<file path="src/rtl/regs_wport_if.sv">
// Write-port bundle between the EX, divider and JTAG requesters and the
// register-file write arbiter.
interface regs_wport_if #(
  parameter int ADDR_W = 5,
  parameter int DATA_W = 32
);
  logic              ex_we_i;
  logic [ADDR_W-1:0] ex_waddr_i;
  logic [DATA_W-1:0] ex_wdata_i;
  logic              div_req_i;
  logic [ADDR_W-1:0] div_waddr_i;
  logic [DATA_W-1:0] div_wdata_i;
  logic              div_ack_o;
  logic              jtag_req_i;
  logic [ADDR_W-1:0] jtag_addr_i;
  logic [DATA_W-1:0] jtag_data_i;
  logic              jtag_ack_o;
  logic              hold_o;
  logic              we_o;
  logic [ADDR_W-1:0] waddr_o;
  logic [DATA_W-1:0] wdata_o;

  modport master (
    output ex_we_i, ex_waddr_i, ex_wdata_i,
    output div_req_i, div_waddr_i, div_wdata_i,
    output jtag_req_i, jtag_addr_i, jtag_data_i,
    input  div_ack_o, jtag_ack_o, hold_o,
    input  we_o, waddr_o, wdata_o
  );

  modport slave (
    input  ex_we_i, ex_waddr_i, ex_wdata_i,
    input  div_req_i, div_waddr_i, div_wdata_i,
    input  jtag_req_i, jtag_addr_i, jtag_data_i,
    output div_ack_o, jtag_ack_o, hold_o,
    output we_o, waddr_o, wdata_o
  );
endinterface

</file>
<file path="src/rtl/regs_wport_arb.sv">
// Register-file write-port arbiter: EX > round-robin(divider, JTAG),
// with a starvation-forced one-cycle hold. Optional: REGS_ARB_STATS_EN.
module regs_wport_arb #(
  parameter int ADDR_W     = 5,
  parameter int DATA_W     = 32,
  parameter int STARVE_MAX = 4
) (
  input  logic        clk,
  input  logic        rst,
`ifdef REGS_ARB_STATS_EN
  input  logic        stats_clr_i,
  output logic [15:0] hold_cnt_o,
`endif
  regs_wport_if.slave bus
);

  typedef enum logic {S_RUN, S_HOLD} state_t;

  localparam logic [3:0] LP_MAX = 4'(STARVE_MAX);

  state_t            r_state;
  state_t            w_state_nxt;
  logic              r_ptr;
  logic              w_ptr_nxt;
  logic [3:0]        r_cnt;
  logic [3:0]        w_cnt_nxt;
  logic              r_div_busy;
  logic              r_jtag_busy;
  logic              r_we;
  logic [ADDR_W-1:0] r_waddr;
  logic [DATA_W-1:0] r_wdata;
  logic              w_div_el;
  logic              w_jtag_el;
  logic              w_pick_div;
  logic              w_pick_jtag;
  logic              w_g_ex;
  logic              w_g_div;
  logic              w_g_jtag;
  logic              w_g_any;
  logic [ADDR_W-1:0] w_addr;
  logic [DATA_W-1:0] w_data;

  // Busy bit equals the ack pulse: blocks re-grant in the ack cycle.
  assign w_div_el    = bus.div_req_i & ~r_div_busy;
  assign w_jtag_el   = bus.jtag_req_i & ~r_jtag_busy;
  // r_ptr: 0 = divider preferred, 1 = JTAG preferred.
  assign w_pick_div  = w_div_el & (~w_jtag_el | ~r_ptr);
  assign w_pick_jtag = w_jtag_el & (~w_div_el | r_ptr);

  // Next-state, grant selection and starvation counter update.
  always_comb begin
    w_state_nxt = S_RUN;
    w_ptr_nxt   = r_ptr;
    w_cnt_nxt   = r_cnt;
    w_g_ex      = 1'b0;
    w_g_div     = 1'b0;
    w_g_jtag    = 1'b0;
    unique case (r_state)
      S_RUN: begin
        if (bus.ex_we_i) begin
          w_g_ex = 1'b1;
        end else begin
          w_g_div  = w_pick_div;
          w_g_jtag = w_pick_jtag;
        end
        if (w_g_div || w_g_jtag || !(w_div_el || w_jtag_el))
          w_cnt_nxt = 4'd0;
        else if (r_cnt != 4'd15)
          w_cnt_nxt = r_cnt + 4'd1;
        if (r_cnt == LP_MAX)
          w_state_nxt = S_HOLD;
      end
      S_HOLD: begin
        w_g_div   = w_pick_div;
        w_g_jtag  = w_pick_jtag;
        w_cnt_nxt = 4'd0;
      end
      default: w_state_nxt = S_RUN;
    endcase
    if (w_g_div)  w_ptr_nxt = 1'b1;
    if (w_g_jtag) w_ptr_nxt = 1'b0;
  end

  assign w_g_any = w_g_ex | w_g_div | w_g_jtag;

  // Write payload of whichever requester won this cycle.
  always_comb begin
    w_addr = bus.ex_waddr_i;
    w_data = bus.ex_wdata_i;
    unique case (1'b1)
      w_g_div: begin
        w_addr = bus.div_waddr_i;
        w_data = bus.div_wdata_i;
      end
      w_g_jtag: begin
        w_addr = bus.jtag_addr_i;
        w_data = bus.jtag_data_i;
      end
      default: ;
    endcase
  end

  // Control state: FSM, pointer, counter, busy/ack bits.
  always_ff @(posedge clk or posedge rst) begin
    if (rst) begin
      r_state     <= S_RUN;
      r_ptr       <= 1'b0;
      r_cnt       <= 4'd0;
      r_div_busy  <= 1'b0;
      r_jtag_busy <= 1'b0;
    end else begin
      r_state     <= w_state_nxt;
      r_ptr       <= w_ptr_nxt;
      r_cnt       <= w_cnt_nxt;
      r_div_busy  <= w_g_div;
      r_jtag_busy <= w_g_jtag;
    end
  end

  // Registered write port; x0 grants update addr/data but never write.
  always_ff @(posedge clk or posedge rst) begin
    if (rst) begin
      r_we    <= 1'b0;
      r_waddr <= '0;
      r_wdata <= '0;
    end else begin
      r_we <= w_g_any && (w_addr != '0);
      if (w_g_any) begin
        r_waddr <= w_addr;
        r_wdata <= w_data;
      end
    end
  end

`ifdef REGS_ARB_STATS_EN
  logic [15:0] r_hold_cnt;

  // Saturating HOLD-cycle counter; clear wins over increment.
  always_ff @(posedge clk or posedge rst) begin
    if (rst)
      r_hold_cnt <= 16'd0;
    else if (stats_clr_i)
      r_hold_cnt <= 16'd0;
    else if (r_state == S_HOLD && r_hold_cnt != 16'hFFFF)
      r_hold_cnt <= r_hold_cnt + 16'd1;
  end

  assign hold_cnt_o = r_hold_cnt;
`endif

  assign bus.div_ack_o  = r_div_busy;
  assign bus.jtag_ack_o = r_jtag_busy;
  assign bus.hold_o     = (r_state == S_HOLD);
  assign bus.we_o       = r_we;
  assign bus.waddr_o    = r_waddr;
  assign bus.wdata_o    = r_wdata;

endmodule

</file>
<file path="src/flat_wrapper.sv">
// flat-port wrapper written by rule: the top's interface ports become plain ports
module regs_wport_arb_flat 
#(
  parameter int ADDR_W     = 5,
  parameter int DATA_W     = 32,
  parameter int STARVE_MAX = 4
)
  (clk, rst, bus_ex_we_i, bus_ex_waddr_i, bus_ex_wdata_i, bus_div_req_i, bus_div_waddr_i, bus_div_wdata_i, bus_jtag_req_i, bus_jtag_addr_i, bus_jtag_data_i, bus_div_ack_o, bus_jtag_ack_o, bus_hold_o, bus_we_o, bus_waddr_o, bus_wdata_o);
  regs_wport_if #(.ADDR_W(ADDR_W), .DATA_W(DATA_W)) bus_i ();
  input  logic clk;
  input  logic rst;
  input wire logic [$bits(bus_i.ex_we_i)-1:0] bus_ex_we_i;
  input wire logic [$bits(bus_i.ex_waddr_i)-1:0] bus_ex_waddr_i;
  input wire logic [$bits(bus_i.ex_wdata_i)-1:0] bus_ex_wdata_i;
  input wire logic [$bits(bus_i.div_req_i)-1:0] bus_div_req_i;
  input wire logic [$bits(bus_i.div_waddr_i)-1:0] bus_div_waddr_i;
  input wire logic [$bits(bus_i.div_wdata_i)-1:0] bus_div_wdata_i;
  input wire logic [$bits(bus_i.jtag_req_i)-1:0] bus_jtag_req_i;
  input wire logic [$bits(bus_i.jtag_addr_i)-1:0] bus_jtag_addr_i;
  input wire logic [$bits(bus_i.jtag_data_i)-1:0] bus_jtag_data_i;
  output wire logic [$bits(bus_i.div_ack_o)-1:0] bus_div_ack_o;
  output wire logic [$bits(bus_i.jtag_ack_o)-1:0] bus_jtag_ack_o;
  output wire logic [$bits(bus_i.hold_o)-1:0] bus_hold_o;
  output wire logic [$bits(bus_i.we_o)-1:0] bus_we_o;
  output wire logic [$bits(bus_i.waddr_o)-1:0] bus_waddr_o;
  output wire logic [$bits(bus_i.wdata_o)-1:0] bus_wdata_o;
  assign bus_i.ex_we_i = bus_ex_we_i;
  assign bus_i.ex_waddr_i = bus_ex_waddr_i;
  assign bus_i.ex_wdata_i = bus_ex_wdata_i;
  assign bus_i.div_req_i = bus_div_req_i;
  assign bus_i.div_waddr_i = bus_div_waddr_i;
  assign bus_i.div_wdata_i = bus_div_wdata_i;
  assign bus_i.jtag_req_i = bus_jtag_req_i;
  assign bus_i.jtag_addr_i = bus_jtag_addr_i;
  assign bus_i.jtag_data_i = bus_jtag_data_i;
  assign bus_div_ack_o = bus_i.div_ack_o;
  assign bus_jtag_ack_o = bus_i.jtag_ack_o;
  assign bus_hold_o = bus_i.hold_o;
  assign bus_we_o = bus_i.we_o;
  assign bus_waddr_o = bus_i.waddr_o;
  assign bus_wdata_o = bus_i.wdata_o;
  regs_wport_arb #(.ADDR_W(ADDR_W), .DATA_W(DATA_W), .STARVE_MAX(STARVE_MAX)) u_core (.clk(clk), .rst(rst), .bus(bus_i));
endmodule
</file>
<file path="config.mk">
export PLATFORM = sky130hd
export DESIGN_NAME = regs_wport_arb_flat
export DESIGN_NICKNAME = d
export VERILOG_FILES = /design/src/rtl/regs_wport_if.sv /design/src/rtl/regs_wport_arb.sv /design/src/flat_wrapper.sv
export SDC_FILE = /design/constraint.sdc
export NUM_CORES = 1
export LEC_CHECK = 0
export BUFFER_PORTS_ARGS = -buffer_cell sky130_fd_sc_hd__buf_2
export CORE_UTILIZATION = 36
export DETAILED_ROUTE_END_ITERATION = 10
export HOLD_SLACK_MARGIN = 0.06
export PLACE_DENSITY = 0.74
export SYNTH_ARGS = -nofsm -noshare
export SYNTH_HDL_FRONTEND = slang
export SYNTH_SLANG_ARGS = --single-unit
</file>
<file path="constraint.sdc">
create_clock -name clk -period 2.33 [get_ports clk]
set_input_delay 0.3495 -clock clk [delete_from_list [all_inputs] [get_ports clk]]
set_output_delay 0.3495 -clock clk [all_outputs]
set_load 0.05 [all_outputs]
</file>
# Word level (Yosys, flattened, before mapping)
# Cells that the tools add are included.
[totals]
ff_bits = 46
inputBits = 116
out_inout_bits = 41
wordCells = 50
[classes]
addsub = 1
n_eq_ne = 3
n_mux = 17
n_bitwise = 14
reduce_logical = 7
[ops]
columns = ["op", "n"]
rows = [
  ["case mux 32 bit (2 select lines)", 1],
  ["two-way mux 1 bit", 10],
  ["case mux 5 bit (2 select lines)", 1],
  ["two-way mux 4 bit", 2],
  ["case mux 4 bit (2 select lines)", 1],
  ["inverter 1 bit", 6],
  ["nonzero test 5 bit", 1],
  ["adder 4 x 1 -> 4 bit (second input constant)", 1],
  ["bitwise AND 1 bit", 4],
  ["equality test 4 x 3 -> 1 bit (second input constant)", 1],
  ["!= test 4 bit (second input constant)", 1],
  ["bitwise OR 1 bit", 4],
  ["case mux 1 bit (2 select lines)", 2],
  ["logical OR 1 bit", 3],
  ["!= test 3 x 1 -> 1 bit (second input constant)", 1],
  ["nonzero test 2 bit", 1],
  ["logical AND 1 bit", 1],
  ["logical NOT 1 bit", 1],
]

# Logic depth before layout (Yosys ltp)
[logic_depth]
depth_word = 11
mapped_depth = 6
mapped_depth_nobuf = 5

# Least setup slack after synthesis
# OpenSTA, ideal clock, no wires.
[synth_path]
kind = "reg-to-reg"
startpoint = "reg u_core.r_state, in the netlist u_core.bus.hold_o"
endpoint = "reg u_core.r_we, in the netlist u_core.bus.we_o"
setup_time_ns = 0.119
arrival_time_ns = 1.714
t_required_ns = 2.211
path_slack_ns = 0.497
stages_incl_launch_ff = 6
path_buffers = 0
synth_period_minus_slack_ns = 1.833
cell_sequence = "dfrtp_1 > nor2b_4 > o21bai_2 > a222oi_1 > nand3_1 > o21a_1"
[synth_via]
elab_chain_cells = 5
word_cells_on_any_way = 9
classes_between = "mux (4); bitwise (3); reduce/logical (2)"
[synth_rtl]
columns = ["element", "line_no", "rtl"]
rows = [
  ["start: declaration", "regs_wport_arb.sv:21", "state_t r_state;"],
  ["start signal: assignment", "regs_wport_arb.sv:112", "r_state <= w_state_nxt;"],
  ["inverter 1 bit", "-", ""],
  ["case mux 1 bit (2 select lines)", "regs_wport_arb.sv:58", "unique case (r_state)"],
  ["case mux 5 bit (2 select lines) or bitwise OR 1 bit (tied branches)", "regs_wport_arb.sv:90, regs_wport_arb.sv:84", ""],
  ["nonzero test 5 bit or bitwise OR 1 bit (tied branches)", "regs_wport_arb.sv:127, regs_wport_arb.sv:84", ""],
  ["logical AND 1 bit (*)", "regs_wport_arb.sv:127", "r_we <= w_g_any && (w_addr != '0);"],
  ["end signal: assignment", "regs_wport_arb.sv:127", ""],
  ["end: declaration", "regs_wport_arb.sv:29", "logic r_we;"],
]
# Every way passes the cells marked *; elsewhere a longest branch is shown, timed or not.
# A chain may end at the register's enable or synchronous reset.

# Final worst setup path
[layout_path]
startpoint = "reg u_core.r_ptr"
endpoint = "reg u_core.r_we, in the netlist u_core.bus.we_o"
[layout_via]
elab_chain_cells = 9
word_cells_on_any_way = 16
classes_between = "mux (7); bitwise (7); reduce/logical (2)"
[layout_rtl]
columns = ["element", "line_no", "rtl"]
rows = [
  ["start: declaration", "regs_wport_arb.sv:23", "logic r_ptr;"],
  ["start signal: assignment", "regs_wport_arb.sv:113", "r_ptr <= w_ptr_nxt;"],
  ["inverter 1 bit", "regs_wport_arb.sv:47", "assign w_pick_div = w_div_el & (~w_jtag_el | ~r_ptr);"],
  ["bitwise OR 1 bit", "regs_wport_arb.sv:47", ""],
  ["bitwise AND 1 bit", "regs_wport_arb.sv:47", ""],
  ["two-way mux 1 bit", "regs_wport_arb.sv:60", "if (bus.ex_we_i) begin"],
  ["two-way mux 1 bit", "regs_wport_arb.sv:58", ""],
  ["case mux 1 bit (2 select lines)", "regs_wport_arb.sv:58", ""],
  ["case mux 5 bit (2 select lines) or bitwise OR 1 bit (tied branches)", "regs_wport_arb.sv:90, regs_wport_arb.sv:84", ""],
  ["nonzero test 5 bit or bitwise OR 1 bit (tied branches)", "regs_wport_arb.sv:127, regs_wport_arb.sv:84", ""],
  ["logical AND 1 bit (*)", "regs_wport_arb.sv:127", ""],
]
# Every way passes the cells marked *; elsewhere a longest branch is shown, timed or not. The select of a mux whose other input is x is not followed.

==> flow_summary.yaml <==
detailed_routing:
  drt_pass1_iterations: 5
  ant_nets: 0
  wl_per_cell_um: 13.2
  via_count: 2356
  drc_errors: 0
  drt_iter0_markers: 166
  via_per_inst: 5.19
  routed_wirelength_um: 6000
floorplan:
  die-area_mm2: 0.00659
  die_w_um: 81.2
  die_h_um: 81.2
  rows: 28
  ioPinCount: 157
  core_area_mm2: 0.00599
  start_util_pct: 37.7
critical_path:
  crit_path_start_kind: "register"
  cp.buffers_inverters: 1
  cp_cell_sequence: "nor3b_1, nor3b_4, buf_4, a222oi_1, nand3_1, o21a_1"
  cp_top_family: "simple AND/OR/NAND/NOR gates"
  arrival_ps: 2130
  cp_data_required_time_ps: 2510
  critPathMaxFanout: 29
  critical_path_class: "register to register"
  cp_slowest_cell: "dfrtp_1"
  max_stage_delay_ps: 420
  reg2regPathDepth: 6
  cp-end-kind: "register"
  critical_path_depth: 6
grt:
  grt_max_degree: 56
  grt_pass1_vias: 2103
  overflow: 0
  grt_pass1_wl_um: 9150
  grt_usage_pct: 18.2
  antenna_found_initial: 0
power:
  power_density_mw_per_mm2: 725
  ir_drop_v: 0.000322
  p_leak_nw: 1.60
finish:
  areaGrowthSynthToFinish_pct: 40.1
  diodes: 0
  drive_gt1_share_pct: 46.4
  final_area_mm2: 0.00316
  nNetsFinal: 497
timing:
  setup_viol: 0
  max_freq_mhz: 514
  slew-limit-headroom_pct: 48.2
  skew_ps: 5.96
  hold_viol_final: 0
  fin_setup_tns_ps: 0
  rsz0062_at_grt: "no"
  period_minus_slack_ps: 1940
  tightest_slew_ps: 776
  layout_worst_path_cycle_share_pct: 83.5
  finalMaxSlewViolations: 0
logic_synthesis:
  avgSynthCellArea_um2: 9.94
  synth_most_common_cell: "dfrtp_1"
  synth_ff_type: "dfrtp_1"
  ys_ff_latch: 46
  synth_edf_count: 0
  ys_warn_count: 0
  yosysUniqueCellTypes: 29
  synthTopCellsByArea: "dfrtp_1 51%, a222oi_1 8.0%, nor2_1 6.7%"
  netlist_top_cells_count: "46 x dfrtp_1, 40 x nor2_1, 20 x a31oi_1, 20 x nand2_1, 19 x a22oi_1"
  netlist_area_mm2: 0.00226
  synth_cells: 227
  synth_top_area_cell: "dfrtp_1"
  synth_top_cell_area_share_pct: 51.0
  yosysSeqAreaShare_pct: 51.0
  synth_fp_nets: 345
  async_flop_share_pct: 100
run:
  drv_cap: 0
clocking:
  cts_tree: "built"
  cts_buffers: 5
  clock-sinks: 46
  clk_latency_ps: 290
  ctsHtreeMaxLevel: 2
  clk_root_buffer_cell: "clkbuf_8"
  postCtsSetupBuffers: 0
  clock_path_buffers: 2
  clkTransAtPathRegs_ps: 80
  holdBufCountCts: 0
  cts_resized: 0
place:
  dpl.hpwl_um: 4540
  placed_cell_area_mm2: 0.00308
  port_buffers: 156
  place.gp.congestion: 0.743
worst_hold_path:
  hold_path.class: "primary input to asynchronous set/reset pin"
outcome:
  status: "completed"
-- area by class of cell --
type                    instances  area [um2]
multi-input cells             158         983
fillers                       568        2830
well taps                      75        93.8
flip-flops and latches         46        1150
clock buffers                   7        76.3
repair buffers                164         841
inverters                       4        15.0
-- worst paths after layout --
kind,from,to,slack (ps)
worst max-delay path,u_core.r_ptr$_DFFE_PP0N_,u_core.bus.we_o$_DFF_PP0_,390
worst min-delay path,rst,u_core.bus.hold_o$_DFF_PP0_,130
worst max register to register,u_core.r_ptr$_DFFE_PP0N_,u_core.bus.we_o$_DFF_PP0_,390
worst min register to register,u_core.r_cnt[3]$_DFFE_PP0P_,u_core.bus.hold_o$_DFF_PP0_,500
max in group asynchronous,rst,u_core.bus.div_ack_o$_DFF_PP0_,1530
min in group clk,bus_ex_wdata_i[27],u_core.bus.wdata_o[27]$_DFFE_PP0P_,300
-- metrics by stage --
step	utilization [%]	total power, mW	setup slack [ps]	hold WS [ps]	std cells
after floorplan	-	1.60	497	459	227
after global routing	52.8	2.41	247	188	454
after CTS	52.8	2.32	406	153	454
after global placement	51.5	1.85	389	463	447
final	52.8	2.29	385	134	454
after detailed placement	51.5	1.87	349	474	447
-- layer usage --
layer	GRT usage [%]	share of wire (%)	vias up
met5	0	0	-
met4	5.36	1.2	0
met3	3.71	6.7	8
met2	33.1	51	107
met1	21.3	41	1083
li1	-	-	1158
-- flip-flops by register name, indices dropped and copies added, names as in the netlist --
register               cells
u_core.bus.div_ack_o       1
u_core.bus.hold_o          1
u_core.bus.jtag_ack_o      1
u_core.bus.waddr_o         5
u_core.bus.wdata_o        32
u_core.bus.we_o            1
u_core.r_cnt               4
u_core.r_ptr               1
-- placed cells by master (no fill, tap or decap) --
cell | netlist | routed
o21a_1 | 1 | 1
a31oi_1 | 20 | 20
nor3b_4 | 0 | 1
nand2_1 | 20 | 20
buf_2 | 10 | 156
clkbuf_8 | 0 | 5
dfrtp_1 | 46 | 46
a222oi_1 | 18 | 18
xnor2_1 | 1 | 1
a2111oi_4 | 1 | 1
nand3b_1 | 1 | 1
o21bai_2 | 1 | 1
ha_1 | 2 | 2
nor3b_1 | 2 | 2
nor2_1 | 40 | 40
nor3_1 | 1 | 1
nor2b_1 | 1 | 1
buf_4 | 0 | 8
inv_2 | 0 | 1
a21oi_1 | 18 | 18
mux2i_1 | 1 | 1
a22oi_1 | 19 | 19
a21o_1 | 1 | 1
nand3_1 | 3 | 3
nor2b_4 | 2 | 2
inv_1 | 4 | 3
nor4bb_1 | 1 | 1
clkbuf_1 | 4 | 2
o21ai_0 | 2 | 2
or3_2 | 0 | 1
-- report_power, final --
group | switching, mW | leakage [nW] | internal (mW) | total, mW
Clock | 0.239 | 0.0383 | 0.207 | 0.446
Sequential | 0.0672 | 0.556 | 0.909 | 0.976
Combinational | 0.610 | 1.01 | 0.258 | 0.869
Total | 0.917 | 1.60 | 1.37 | 2.29
-- cells by family after synthesis --
family,synth area share [%]
flops,51.0
compound gates,26.7
buf+inv,5.71
mux,0.444
fa+ha+maj,1.11
simple gates,14.6
xor+xnor,0.388
Power figures use the tool's default switching activity.
